--- src/rtl/rob_req_arb.sv ---
`default_nettype none
// ============================================================================
//  Module   : rob_req_arb
//  Purpose  : Shares the single ROB request port among NREQ clients using a
//             round-robin grant. Each granted request is tagged with its source
//             index in the upper ROB ID bits and is registered toward the ROB.
//             In-order ROB responses are routed back to the client named by
//             those upper ID bits. Per-client outstanding counts stop a single
//             client from filling every ROB slot.
//  Ports    : clk, rst                      - clock, synchronous active-high reset
//             cli_req_val/addr/ID/param     - packed per-client request inputs
//             cli_req_ready                 - per-client accept (one-hot or zero)
//             rob_req_val/addr/ID/param     - registered request toward the ROB
//             rob_req_ready                 - ROB accept
//             rob_rsp_val/data/ID/param     - response from the ROB
//             rob_rsp_ready                 - always 1; clients must sink responses
//             cli_rsp_val                   - per-client response valid
//             cli_rsp_data/ID/param         - shared response payload
//             err                           - sticky protocol-error flag
//  Revision : 1.0 - initial release
// ============================================================================
module rob_req_arb #(
    parameter int NREQ      = 4,
    parameter int AWIDTH    = 32,
    parameter int DWIDTH    = 32,
    parameter int PWIDTH    = 8,
    parameter int IDWIDTH   = 8,
    parameter int MAX_OUTST = 8,
    localparam int SRCW     = $clog2(NREQ),
    localparam int CIDW     = IDWIDTH - SRCW,
    localparam int CNTW     = $clog2(MAX_OUTST + 1)
) (
    input  logic                     clk,
    input  logic                     rst,
    input  logic [NREQ-1:0]          cli_req_val,
    input  logic [NREQ*AWIDTH-1:0]   cli_req_addr,
    input  logic [NREQ*CIDW-1:0]     cli_req_ID,
    input  logic [NREQ*PWIDTH-1:0]   cli_req_param,
    output logic [NREQ-1:0]          cli_req_ready,
    output logic                     rob_req_val,
    output logic [AWIDTH-1:0]        rob_req_addr,
    output logic [IDWIDTH-1:0]       rob_req_ID,
    output logic [PWIDTH-1:0]        rob_req_param,
    input  logic                     rob_req_ready,
    input  logic                     rob_rsp_val,
    input  logic [DWIDTH-1:0]        rob_rsp_data,
    input  logic [IDWIDTH-1:0]       rob_rsp_ID,
    input  logic [PWIDTH-1:0]        rob_rsp_param,
    output logic                     rob_rsp_ready,
    output logic [NREQ-1:0]          cli_rsp_val,
    output logic [DWIDTH-1:0]        cli_rsp_data,
    output logic [CIDW-1:0]          cli_rsp_ID,
    output logic [PWIDTH-1:0]        cli_rsp_param,
    output logic                     err
);

    localparam logic [CNTW-1:0] c_max_cnt  = CNTW'(MAX_OUTST);
    localparam logic [SRCW-1:0] c_last_idx = SRCW'(NREQ - 1);

    // ------------------------------------------------------------------
    // State
    // ------------------------------------------------------------------
    logic [SRCW-1:0]    r_ptr;
    logic [CNTW-1:0]    r_cnt [NREQ];
    logic               r_val;
    logic [AWIDTH-1:0]  r_addr;
    logic [IDWIDTH-1:0] r_id;
    logic [PWIDTH-1:0]  r_param;
    logic               r_err;

    // ------------------------------------------------------------------
    // Combinational signals
    // ------------------------------------------------------------------
    logic               w_load_en;
    logic [NREQ-1:0]    w_elig;
    logic               w_any;
    logic [SRCW-1:0]    w_gidx;
    logic [SRCW-1:0]    w_ptr_nxt;
    logic [NREQ-1:0]    w_grant;
    logic [NREQ-1:0]    w_inc;
    logic [NREQ-1:0]    w_dec;
    logic [AWIDTH-1:0]  w_nxt_addr;
    logic [IDWIDTH-1:0] w_nxt_id;
    logic [PWIDTH-1:0]  w_nxt_param;
    logic [SRCW-1:0]    w_src;
    logic               w_src_nz;
    logic               w_rsp_ok;
    logic               w_rsp_bad;

    // The output register can take a new request when it is empty or its
    // current content is leaving this cycle.
    assign w_load_en = !r_val || rob_req_ready;

    // Eligibility looks only at the registered count, so a response this
    // cycle cannot unblock a saturated client until the next cycle.
    always_comb begin
        for (int i = 0; i < NREQ; i++) begin
            w_elig[i] = cli_req_val[i] && (r_cnt[i] < c_max_cnt);
        end
    end

    // Round-robin search starting at r_ptr, wrapping modulo NREQ.
    always_comb begin
        int              idx;
        logic [SRCW-1:0] sel;
        w_any  = 1'b0;
        w_gidx = '0;
        idx    = 0;
        sel    = '0;
        for (int k = 0; k < NREQ; k++) begin
            idx = (int'(r_ptr) + k) % NREQ;
            sel = idx[SRCW-1:0];
            if (!w_any && w_elig[sel]) begin
                w_any  = 1'b1;
                w_gidx = sel;
            end
        end
    end

    // Decode the winner and select its payload, tagging the ID with the
    // source index so the response can be routed back.
    always_comb begin
        w_grant     = '0;
        w_nxt_addr  = '0;
        w_nxt_id    = '0;
        w_nxt_param = '0;
        for (int i = 0; i < NREQ; i++) begin
            if (w_gidx == SRCW'(i)) begin
                w_grant[i]  = w_any;
                w_nxt_addr  = cli_req_addr[i*AWIDTH +: AWIDTH];
                w_nxt_id    = {SRCW'(i), cli_req_ID[i*CIDW +: CIDW]};
                w_nxt_param = cli_req_param[i*PWIDTH +: PWIDTH];
            end
        end
    end

    assign w_ptr_nxt     = (w_gidx == c_last_idx) ? '0 : w_gidx + 1'b1;
    assign w_inc         = w_load_en ? w_grant : '0;
    assign cli_req_ready = (w_load_en && !rst) ? w_grant : '0;

    // ------------------------------------------------------------------
    // Response routing
    // ------------------------------------------------------------------
    assign w_src = rob_rsp_ID[IDWIDTH-1 -: SRCW];

    // Non-zero count of the addressed client; stays 0 for a source index
    // beyond NREQ-1, which folds the out-of-range case into the same check.
    always_comb begin
        w_src_nz = 1'b0;
        for (int i = 0; i < NREQ; i++) begin
            if (w_src == SRCW'(i)) begin
                w_src_nz = (r_cnt[i] != '0);
            end
        end
    end

    assign w_rsp_ok  = rob_rsp_val && w_src_nz;
    assign w_rsp_bad = rob_rsp_val && !w_src_nz;

    always_comb begin
        for (int i = 0; i < NREQ; i++) begin
            w_dec[i]       = w_rsp_ok && (w_src == SRCW'(i));
            cli_rsp_val[i] = w_dec[i] && !rst;
        end
    end

    assign cli_rsp_data  = rst ? '0 : rob_rsp_data;
    assign cli_rsp_ID    = rst ? '0 : rob_rsp_ID[CIDW-1:0];
    assign cli_rsp_param = rst ? '0 : rob_rsp_param;
    assign rob_rsp_ready = 1'b1;

    // ------------------------------------------------------------------
    // Output register and pointer
    // ------------------------------------------------------------------
    always_ff @(posedge clk) begin
        if (rst) begin
            r_val   <= 1'b0;
            r_addr  <= '0;
            r_id    <= '0;
            r_param <= '0;
            r_ptr   <= '0;
        end else if (w_load_en) begin
            if (w_any) begin
                r_val   <= 1'b1;
                r_addr  <= w_nxt_addr;
                r_id    <= w_nxt_id;
                r_param <= w_nxt_param;
                r_ptr   <= w_ptr_nxt;
            end else begin
                r_val   <= 1'b0;
            end
        end
    end

    // Outstanding counters; a grant and a response for the same client in
    // one cycle cancel out.
    always_ff @(posedge clk) begin
        for (int i = 0; i < NREQ; i++) begin
            if (rst) begin
                r_cnt[i] <= '0;
            end else if (w_inc[i] && !w_dec[i]) begin
                r_cnt[i] <= r_cnt[i] + 1'b1;
            end else if (w_dec[i] && !w_inc[i]) begin
                r_cnt[i] <= r_cnt[i] - 1'b1;
            end
        end
    end

    always_ff @(posedge clk) begin
        if (rst) begin
            r_err <= 1'b0;
        end else if (w_rsp_bad) begin
            r_err <= 1'b1;
        end
    end

    assign rob_req_val   = r_val;
    assign rob_req_addr  = r_addr;
    assign rob_req_ID    = r_id;
    assign rob_req_param = r_param;
    assign err           = r_err;

endmodule
`default_nettype wire

--- config.mk ---
export PLATFORM = sky130hd
export DESIGN_NAME = rob_req_arb
export DESIGN_NICKNAME = d
export VERILOG_FILES = /design/src/rtl/rob_req_arb.sv
export SDC_FILE = /design/constraint.sdc
export NUM_CORES = 1
export LEC_CHECK = 0
export CAP_MARGIN = 40
export CORE_AREA = 2 2 132 134
export DETAILED_ROUTE_END_ITERATION = 16
export DIE_AREA = 0 0 134 136
export PLACE_DENSITY = 0.71
export SETUP_SLACK_MARGIN = 0.2
export SYNTH_ARGS = -nofsm -noshare
export SYNTH_HDL_FRONTEND = slang
export SYNTH_SLANG_ARGS = --single-unit
--- constraint.sdc ---
create_clock -name clk -period 4.1 [get_ports clk]
set_input_delay 0.82 -clock clk [delete_from_list [all_inputs] [get_ports clk]]
set_output_delay 0.82 -clock clk [all_outputs]
set_load 0.01 [all_outputs]
Word-level counts from Yosys, hierarchy flattened
Memory sizes are Yosys's and may differ from the RTL's.
Cells that the tools add are included.
{ "word_totals": {"reg_bits": 52, "latch_bits": 0, "ramBits": 16, "romBits": 0, "inputBits": 240, "out_inout_bits": 105, "elab_cells": 170, "memories": 1} }
{ "mem_list": {"columns": ["memory", "words", "word_bits", "read_ports", "rd_ports_with_merged_regs", "write_ports", "line", "source"], "rows": [
  ["r_cnt", 4, 4, 4, 0, 4, "64", "logic [CNTW-1:0] r_cnt [NREQ];"]
]} }
{ "op_classes": {"addsub": 12, "mul": 0, "div_mod_pow": 0, "n_lt_le_gt_ge": 8, "n_eq_ne": 6, "shift": 0, "muxes": 81, "bitwise": 8, "n_reduce_logical": 48} }
{ "op_table": {"columns": ["cell", "n"], "rows": [
  ["$mux W32", 5],
  ["$mux W8", 8],
  ["$mux W1", 47],
  ["$mux W4", 10],
  ["$logic_and A1 B1 Y1", 26],
  ["$add A4 B1 Y4 const B", 4],
  ["$lt A4 B4 Y1 const B", 4],
  ["$reduce_bool A4 Y1", 4],
  ["$sub A4 B1 Y4 const B", 4],
  ["$logic_not A1 Y1", 14],
  ["$lt A2 B3 Y1 const B", 4],
  ["$mux W6", 2],
  ["$mux W2", 5],
  ["$bmux W1 S2", 4],
  ["$eq A2 B2 Y1 const B", 4],
  ["$or A1 B1 Y1", 8],
  ["$add A2 B1 Y2 const B", 2],
  ["$add A2 B2 Y2 const B", 2],
  ["$eq A2 B1 Y1 const B", 2],
  ["$logic_not A2 Y1", 2],
  ["$reduce_and A2 Y1", 1],
  ["$logic_or A1 B1 Y1", 1]
]} }

Logic depth before layout (Yosys ltp)
Gate-level depths: netlist of run 1.
An unclocked memory read counts as a cell.
{ "depth": {"word_depth": 25, "ltp_mapped": 14, "depth_no_buf": 12} }

Worst setup path before layout of run 1
Ideal clock, no wire load.
{ "synth_timing": {"path_kind": "input to register", "from": "in cli_req_val[3]", "to": "mem r_cnt[2][3] (netlist name), data pin", "setup_time_ps": 261, "arrival_time_ps": 3273, "t_required_ps": 3839, "path_slack_ps": 566, "stages": 14, "n_path_buf": 2, "path_cell_list": "nor2b_2 > o221ai_1 > a21oi_1 > inv_1 > ha_1 > clkbuf_1 > clkbuf_1 > a211o_1 > inv_1 > ha_1 > a21o_1 > a21oi_1 > xnor2_1 > mux2i_1"} }
{ "synth_rtl": {"columns": ["item", "line", "source"], "rows": [
  ["start, declared", "35", "input logic [NREQ-1:0] cli_req_val,"],
  ["end, declared", "64", null]
]} }

Worst setup path in the final report of run 1
{ "layout_timing": {"from": "in rob_rsp_ID[7]", "to": "out cli_rsp_val[3]"} }
{ "layout_via": {"elab_chain_len": 8, "word_cells_on_any_way": 11, "cone_classes": "eq/ne: 3; mux: 4; reduce/logical: 4"} }
{ "layout_rtl": {"columns": ["item", "line", "source"], "rows": [
  ["start, declared", "47", "input logic [IDWIDTH-1:0] rob_rsp_ID,"],
  ["$logic_not A2 Y1", "151", "if (w_src == SRCW'(i)) begin"],
  ["$mux W1 (4 in series)", "151", null],
  ["$logic_and A1 B1 Y1", "157", "assign w_rsp_ok = rob_rsp_val && w_src_nz;"],
  ["$logic_and A1 B1 Y1 (*)", "162", "w_dec[i] = w_rsp_ok && (w_src == SRCW'(i));"],
  ["$logic_and A1 B1 Y1 (*)", "163", "cli_rsp_val[i] = w_dec[i] && !rst;"],
  ["end, declared", "50", "output logic [NREQ-1:0] cli_rsp_val,"]
]} }
Every way passes the cells marked *; elsewhere a longest branch is shown, timed or not.

==> results of run 1 <==
==> worst max path at each step <==
stage,startpoint,endpoint,slack (ns),cells past startpoint
3_3_place_gp,cli_req_val[3],cli_req_ready[1],0.06,8
5_1_grt,rob_rsp_ID[7],cli_rsp_val[3],0.33,4
6_report,rob_rsp_ID[7],cli_rsp_val[3],0.52,4
2_1_floorplan,cli_req_val[3],r_cnt[2][3],0.57,14
3_5_place_dp,cli_req_val[3],cli_req_ready[1],0.05,8
4_1_cts,cli_req_val[0],cli_req_ready[3],0.23,9
==> tightest hold or removal path, stage by stage, from the launching register on <==
cell	delay [ns]
dfxtp_1	0.31
inv_1	0.04
a21oi_1	0.05
==> layout by cell type (no fill, tap or decap), drive strengths merged, types with 3 or more instances in the layout <==
cell type and n:
a21oi 104, ha 12, o221ai 8, clkbuf 12
nor2 8, nand2 96, mux2i 4, o211ai 46
nor2b 54, inv 16, o21ai 100, dlymetal6s2s 4
a211oi 3, edfxtp 16, nand2b 56, clkdlybuf4s50 338
or3 3, nand3 8, a21o 3, and3 4
nor3 9, nor4 5, nor3b 3, buf 22
or2 3, dfxtp 52, o31a 3, a2111o 3
==> metrics by stage <==
stage | power, mW | setup slack [ns] | cells | utilization (%)
after floorplan | 1.95 | 0.566 | 710 | -
after global placement | 2.75 | 0.0622 | 1232 | 51.8
after detailed placement | 2.77 | 0.0493 | 1232 | 51.8
after CTS | 3.58 | 0.230 | 1248 | 53.7
after global routing | 3.80 | 0.332 | 1248 | 53.8
final | 3.54 | 0.520 | 1248 | 53.8
==> logic make-up after synthesis <==
logic type / share of synthesized area [%]
adders and majority gates: 3.32
DFF: 29.7
xor gates and xnor gates: 0.513
other: 0.0732
buffers and inverters: 6.71
muxes: 1.00
and+or+nand+nor: 26.0
AOI/OAI and AO/OA: 32.7
==> layer usage <==
metal	track usage [%]	share of wire (%)	wire length, µm
met5	0	0	0
met4	6.74	1.8	361
met3	7.53	9.5	1910
met2	39.0	50	10100
met1	23.9	38	7680
==> sequential cells by signal, summed over array words and instances (netlist names) <==
name and flops:
rob_req_val 1, err 1, rob_req_ID 8, r_cnt 16, r_ptr 2, rob_req_param 8, rob_req_addr 32
==> cell type report <==
class	instances	area share [%]
clock inverters	3	0.193
clock buffers	12	3.08
flip-flops and latches	68	16.8
multi-input cells	560	36.4
well taps	225	3.10
inverters	16	0.662
repair buffers	364	39.8
==> power breakdown <==
group | leakage, nW | internal (mW) | switching, mW
sequential | 0.602 | 0.855 | 0.114
clock | 0.145 | 0.478 | 0.305
combinational | 2.58 | 0.882 | 0.910
==> timing repair <==
item | 4_1_cts | 5_1_grt
buffers inserted | 1 | 0
gates resized for setup | 5 | 4
endpoints found under the setup margin | 4 | 4
==> run_results.csv, run 1 <==
group,metric,value,unit
synth,yosysSeqAreaShare,29.7,%
global_routing,grt_max_degree,95,
clock_network,cts-root-buf,"clkbuf_16",
placement,dp_hpwl,14900,µm
setup_path,cp_top_family,"buffers and inverters",
setup_path,r2r-end,"r_cnt[2][3]",
synth,synth_edf_count,16,
floorplan,num_rows,48,
timing,setup_violations,0,
routing,drcViolationCount,0,
setup_path,slowest_stage,"clkdlybuf4s50_1",
floorplan,num_io_pins,345,
timing,tightestPinTransition,0.655,ns
routing,vias,6220,
global_routing,antenna_found_initial,0,
synth,ys.flop_type,"dfxtp_1",
finish,finalNetCount,1272,
routing,dr.pass1.iters,5,
setup_path,cp_common_cell,"clkdlybuf4s50_1",
routing,via_per_inst,4.98,
finish,final_layout_size_suffix_gt1_share,5.18,%
routing,wl_per_cell,16.1,µm
timing,fmax,0.279,GHz
clock_network,holdBufCountCts,0,
setup_path,worstPathCellList,"clkdlybuf4s50_1, nand3_1, nor3_1, clkdlybuf4s50_1",
synth,synthArstFlopShare,0,%
routing,ant_nets,0,
setup_path,slowest_delay,0.74,ns
power_and_ir_drop,power_density,391,nW/µm²
setup_path,critPathLaunchType,"input pin",
timing,slew_headroom,56.3,%
synth,synth_common_cells,"a21oi_1 (104), o21ai_0 (97), nand2_1 (96)",
synth,syn_avg_cell_area,7.22,µm²
placement,gp_congestion,0.787,
routing,drt_wl_total,20100,µm
synth,synth.most_common_cell,"a21oi_1",
setup_path,reg2reg_slack,1.11,ns
min_path,min_from,"err",
setup_path,cp_data_required_time,3.28,ns
timing,period_minus_slack,3.58,ns
synth,syn-num-nets,963,
synth,synth.area.top_cells,"dfxtp_1 (20%), a21oi_1 (10%), o21ai_0 (9.5%)",
clock_network,clk_pin_slew,0.06,ns
setup_path,end_kind,"output port",
synth,ys_seq_elements,68,
flow_run,cap_violations,0,
min_path,whs_path_depth,2,
finish,final-seq-area,1520,µm²
setup_path,r2r-start,"r_cnt[3][3]",
floorplan,dieHeight,136,µm
synth,yosys.cell_types.count,53,
floorplan,die_area,18200,µm²
setup_path,criticalPathCategory,"in -> out",
finish,syn2layout_area_growth,77.0,%
timing,rsz0062_at_grt,"no",
finish,multi_input_area,3300,µm²
finish,fin_area,9070,µm²
floorplan,die_w,134,µm
synth,synth_top_area_share,20.3,%
clock_network,tritoncts,"yes",
finish,nFillCells,1647,
floorplan,core_area,16900,µm²
synth,postSynthCellCount,710,
setup_path,worstRegToRegCells,12,
global_routing,grt_pass1_vias,5849,
timing,final.setup.tns,0,ns
clock_network,clockBufferDepth,2,
timing,holdWs,0.444,ns
power_and_ir_drop,ir_worst_vdd,0.258,mV
placement,io_buffers,343,
min_path,hold_end,"err",
clock_network,cts_buffers,9,
power_and_ir_drop,p_leak,3.33,nW
clock_network,cts_num_sinks,68,
timing,hold_viol_final,0,
min_path,hold_path.class,"reg -> reg",
outcome,status,"finished, final reports clean",
synth,synth_top_area_cell,"dfxtp_1",
timing,skew,0.00783,ns
timing,slew_viol_final,0,
timing,finalCritPeriodShare,87.3,%
floorplan,start_util,30.4,%
synth,syn_area,5120,µm²
clock_network,cts_max_level,3,
global_routing,overflow,0,
clock_network,clock_latency,0.34,ns
finish,antenna_cells,0,
routing,drt-initial-drc-count,342,
synth,yosys_warnings,0,
setup_path,path_buf_inv,2,
global_routing,grt_pass1_wl,31000,µm
setup_path,worstPathMaxFanout,11,
placement,dpl_cell_area,8730,µm²
setup_path,cp_data_arrival_time,2.76,ns
global_routing,track_usage,21.6,%
Note: power is estimated with default switching activity, not from simulation.
==> inputs of run 2 (changes only) <==
--- a/config.mk
+++ b/config.mk
@@ -5,6 +5,7 @@
 export SDC_FILE = /design/constraint.sdc
 export NUM_CORES = 1
 export LEC_CHECK = 0
+export ABC_CLOCK_PERIOD_IN_PS = 4100
 export CAP_MARGIN = 40
 export CORE_AREA = 2 2 132 134
 export DETAILED_ROUTE_END_ITERATION = 16
==> results of run 2 <==
No change in the layout: final DEF, timing and power equal those of run 1.
==> inputs of run 3 (changes only) <==
--- a/config.mk
+++ b/config.mk
@@ -5,7 +5,7 @@
 export SDC_FILE = /design/constraint.sdc
 export NUM_CORES = 1
 export LEC_CHECK = 0
-export ABC_CLOCK_PERIOD_IN_PS = 4100
+export ABC_CLOCK_PERIOD_IN_PS = 3890
 export CAP_MARGIN = 40
 export CORE_AREA = 2 2 132 134
 export DETAILED_ROUTE_END_ITERATION = 16
==> constraint.sdc (replaced) <==
create_clock -name clk -period 3.89 [get_ports clk]
set_input_delay 0.778 -clock clk [delete_from_list [all_inputs] [get_ports clk]]
set_output_delay 0.778 -clock clk [all_outputs]
set_load 0.01 [all_outputs]
==> run 3 against run 2 <==
  * Clock skew is 0.0032 ns lower
  * Sequential power is 4% higher
  * Register-to-register slack worse by 0.27 ns
  * Flip-flop and latch count stayed put
  * First-iteration DRC count is 15% higher
  * Critical path type unchanged
  * Largest power group unchanged
==> run_results.csv, run 3 (synthesis gave the netlist of run 1 again) <==
group,metric,value,unit
routing,via_per_inst,5.04,
routing,wl_per_cell,15.8,µm
global_routing,overflow,0,
placement,io_buffers,343,
routing,dr.pass1.iters,5,
power_and_ir_drop,pwr-share-comb,49.5,%
global_routing,grt_pass1_vias,5777,
global_routing,grt_max_degree,95,
finish,final_layout_size_suffix_gt1_share,5.27,%
finish,finalNonFillerCells,1250,
global_routing,top_usage_layer,"met2",
clock_network,clk_pin_slew,0.06,ns
floorplan,num_rows,48,
finish,largest_reg_flops,32,
finish,layout_common_cells,"clkdlybuf4s50_1 (338), a21oi_1 (103), o21ai_0 (97)",
global_routing,use_met3,6.64,%
outcome,status,"finished, final reports clean",
clock_network,cts_max_level,3,
floorplan,die_w,134,µm
global_routing,grt_use_met1,23.9,%
setup_path,worstPathMaxFanout,3,
routing,drcViolationCount,0,
clock_network,tritoncts,"yes",
timing,tightestPinTransition,0.793,ns
placement,placed_cells,1233,
timing,slew_headroom,47.2,%
timing,fmax,0.281,GHz
clock_network,cts_buffers,9,
setup_path,criticalPathCategory,"in -> out",
clock_network,cts_num_sinks,68,
setup_path,critPathLaunchType,"input pin",
timing,rsz0062_at_grt,"no",
routing,drt_wl_total,19700,µm
routing,drt-initial-drc-count,392,
timing,slew_viol_final,0,
global_routing,grt_pass1_wl,30400,µm
power_and_ir_drop,switching_share,36.3,%
global_routing,antenna_found_initial,1,
floorplan,start_util,30.4,%
timing,hold_viol_final,0,
placement,dpl_cell_area,8730,µm²
timing,skew,0.00466,ns
finish,fin_util,53.8,%
floorplan,die_area,18200,µm²
finish,antenna_cells,0,
setup_path,cp_data_arrival_time,2.78,ns
power_and_ir_drop,clock_power_share,23.7,%
timing,finalCritPeriodShare,91.6,%
power_and_ir_drop,p_leak,3.30,nW
floorplan,num_io_pins,345,
power_and_ir_drop,p_switching,1.38,mW
placement,gp_congestion,0.810,
power_and_ir_drop,power_density,417,nW/µm²
routing,vias,6306,
setup_path,cp_data_required_time,3.11,ns
power_and_ir_drop,p_int,2.41,mW
timing,holdWs,0.447,ns
finish,layout_commonest_cell,"clkdlybuf4s50_1",
floorplan,core_area,16900,µm²
finish,finalNetCount,1273,
finish,fin_area,9080,µm²
flow_run,cap_violations,0,
routing,ant_nets,0,
timing,period_minus_slack,3.56,ns
clock_network,holdBufCountCts,0,
setup_path,end_kind,"output port",
global_routing,grt_util_met2,37.8,%
min_path,hold_path.class,"reg -> reg",
clock_network,clock_latency,0.32,ns
placement,dp_hpwl,14800,µm
timing,finalWorstSetupSlack,0.328,ns
clock_network,cts-root-buf,"clkbuf_16",
power_and_ir_drop,pwr-share-seq,26.8,%
finish,syn2layout_area_growth,77.2,%
clock_network,clockBufferDepth,2,
timing,setup_violations,0,
finish,nFillCells,1648,
global_routing,track_usage,21.0,%
power_and_ir_drop,ir_worst_vdd,0.228,mV
floorplan,dieHeight,136,µm
placement,dp_worst_setup_slack,-0.0293,ns
==> run 3: cell types whose count changed in the layout (fill, tap and decap cells not counted), moves of 2 or more <==
cell	delta
clkbuf_8	+3
dlymetal6s2s_1	-3
clkinv_2	-2
dlygate4sd2_1	+3
buf_4	+2
==> run 3: worst max-delay path: stages <==
cell             delay [ns]
clkdlybuf4s50_1        0.48
nor2b_2                0.25
a21o_1                 0.14
a21oi_1                0.07
o22ai_1                0.28
ha_2                   0.25
inv_1                  0.05
nor3_1                 0.15
dlygate4sd2_1          0.33
==> run 3: final timing paths <==
kind              cells past startpoint  slack [ns]           start          endpoint
setup / recovery                      9        0.33  cli_req_val[0]  cli_req_ready[0]
hold / removal                        2        0.45             err               err
setup reg to reg                     10        0.84     r_cnt[0][3]       r_cnt[2][1]
hold reg to reg                       2        0.45             err               err
==> run 3: layout make-up <==
type | instances | area (µm²) | area share [%]
clock buffer | 14 | 295 | 3.25
clock inverter | 2 | 37.5 | 0.413
inverter | 16 | 60.1 | 0.661
multi-input combinational | 560 | 3290 | 36.3
sequential | 68 | 1520 | 16.8
tap | 225 | 282 | 3.10
timing repair buffer | 365 | 3590 | 39.6
==> run 3: metal layers <==
metal  vias up  share of wire, %
met5         -             0.066
met4         2               1.8
met3        27               9.4
met2       274                50
met1      2868                39
li1       3135                 -
==> run 3: what timing repair did <==
item / in CTS / in global routing
buffers inserted: 1 / 0
pin swaps: 1 / 1
endpoints found under the setup margin: 4 / 1
resized for setup: 6 / 1
==> run 3: power groups by stage <==
stage / Combinational (mW) / Sequential, mW / Clock (mW)
after global placement: 1.87 / 1.02 / 0
after floorplan: 0.984 / 1.07 / 0
after CTS: 1.90 / 1.01 / 0.916
after detailed placement: 1.89 / 1.02 / 0
after global routing: 2.08 / 1.03 / 0.943
final: 1.87 / 1.01 / 0.898
==> run 3: metrics by stage <==
step                      power, mW  setup TNS (ns)
after floorplan                2.05               0
after detailed placement       2.91         -0.0484
after global placement         2.89               0
final                          3.79               0
after CTS                      3.83               0
after global routing           4.06               0
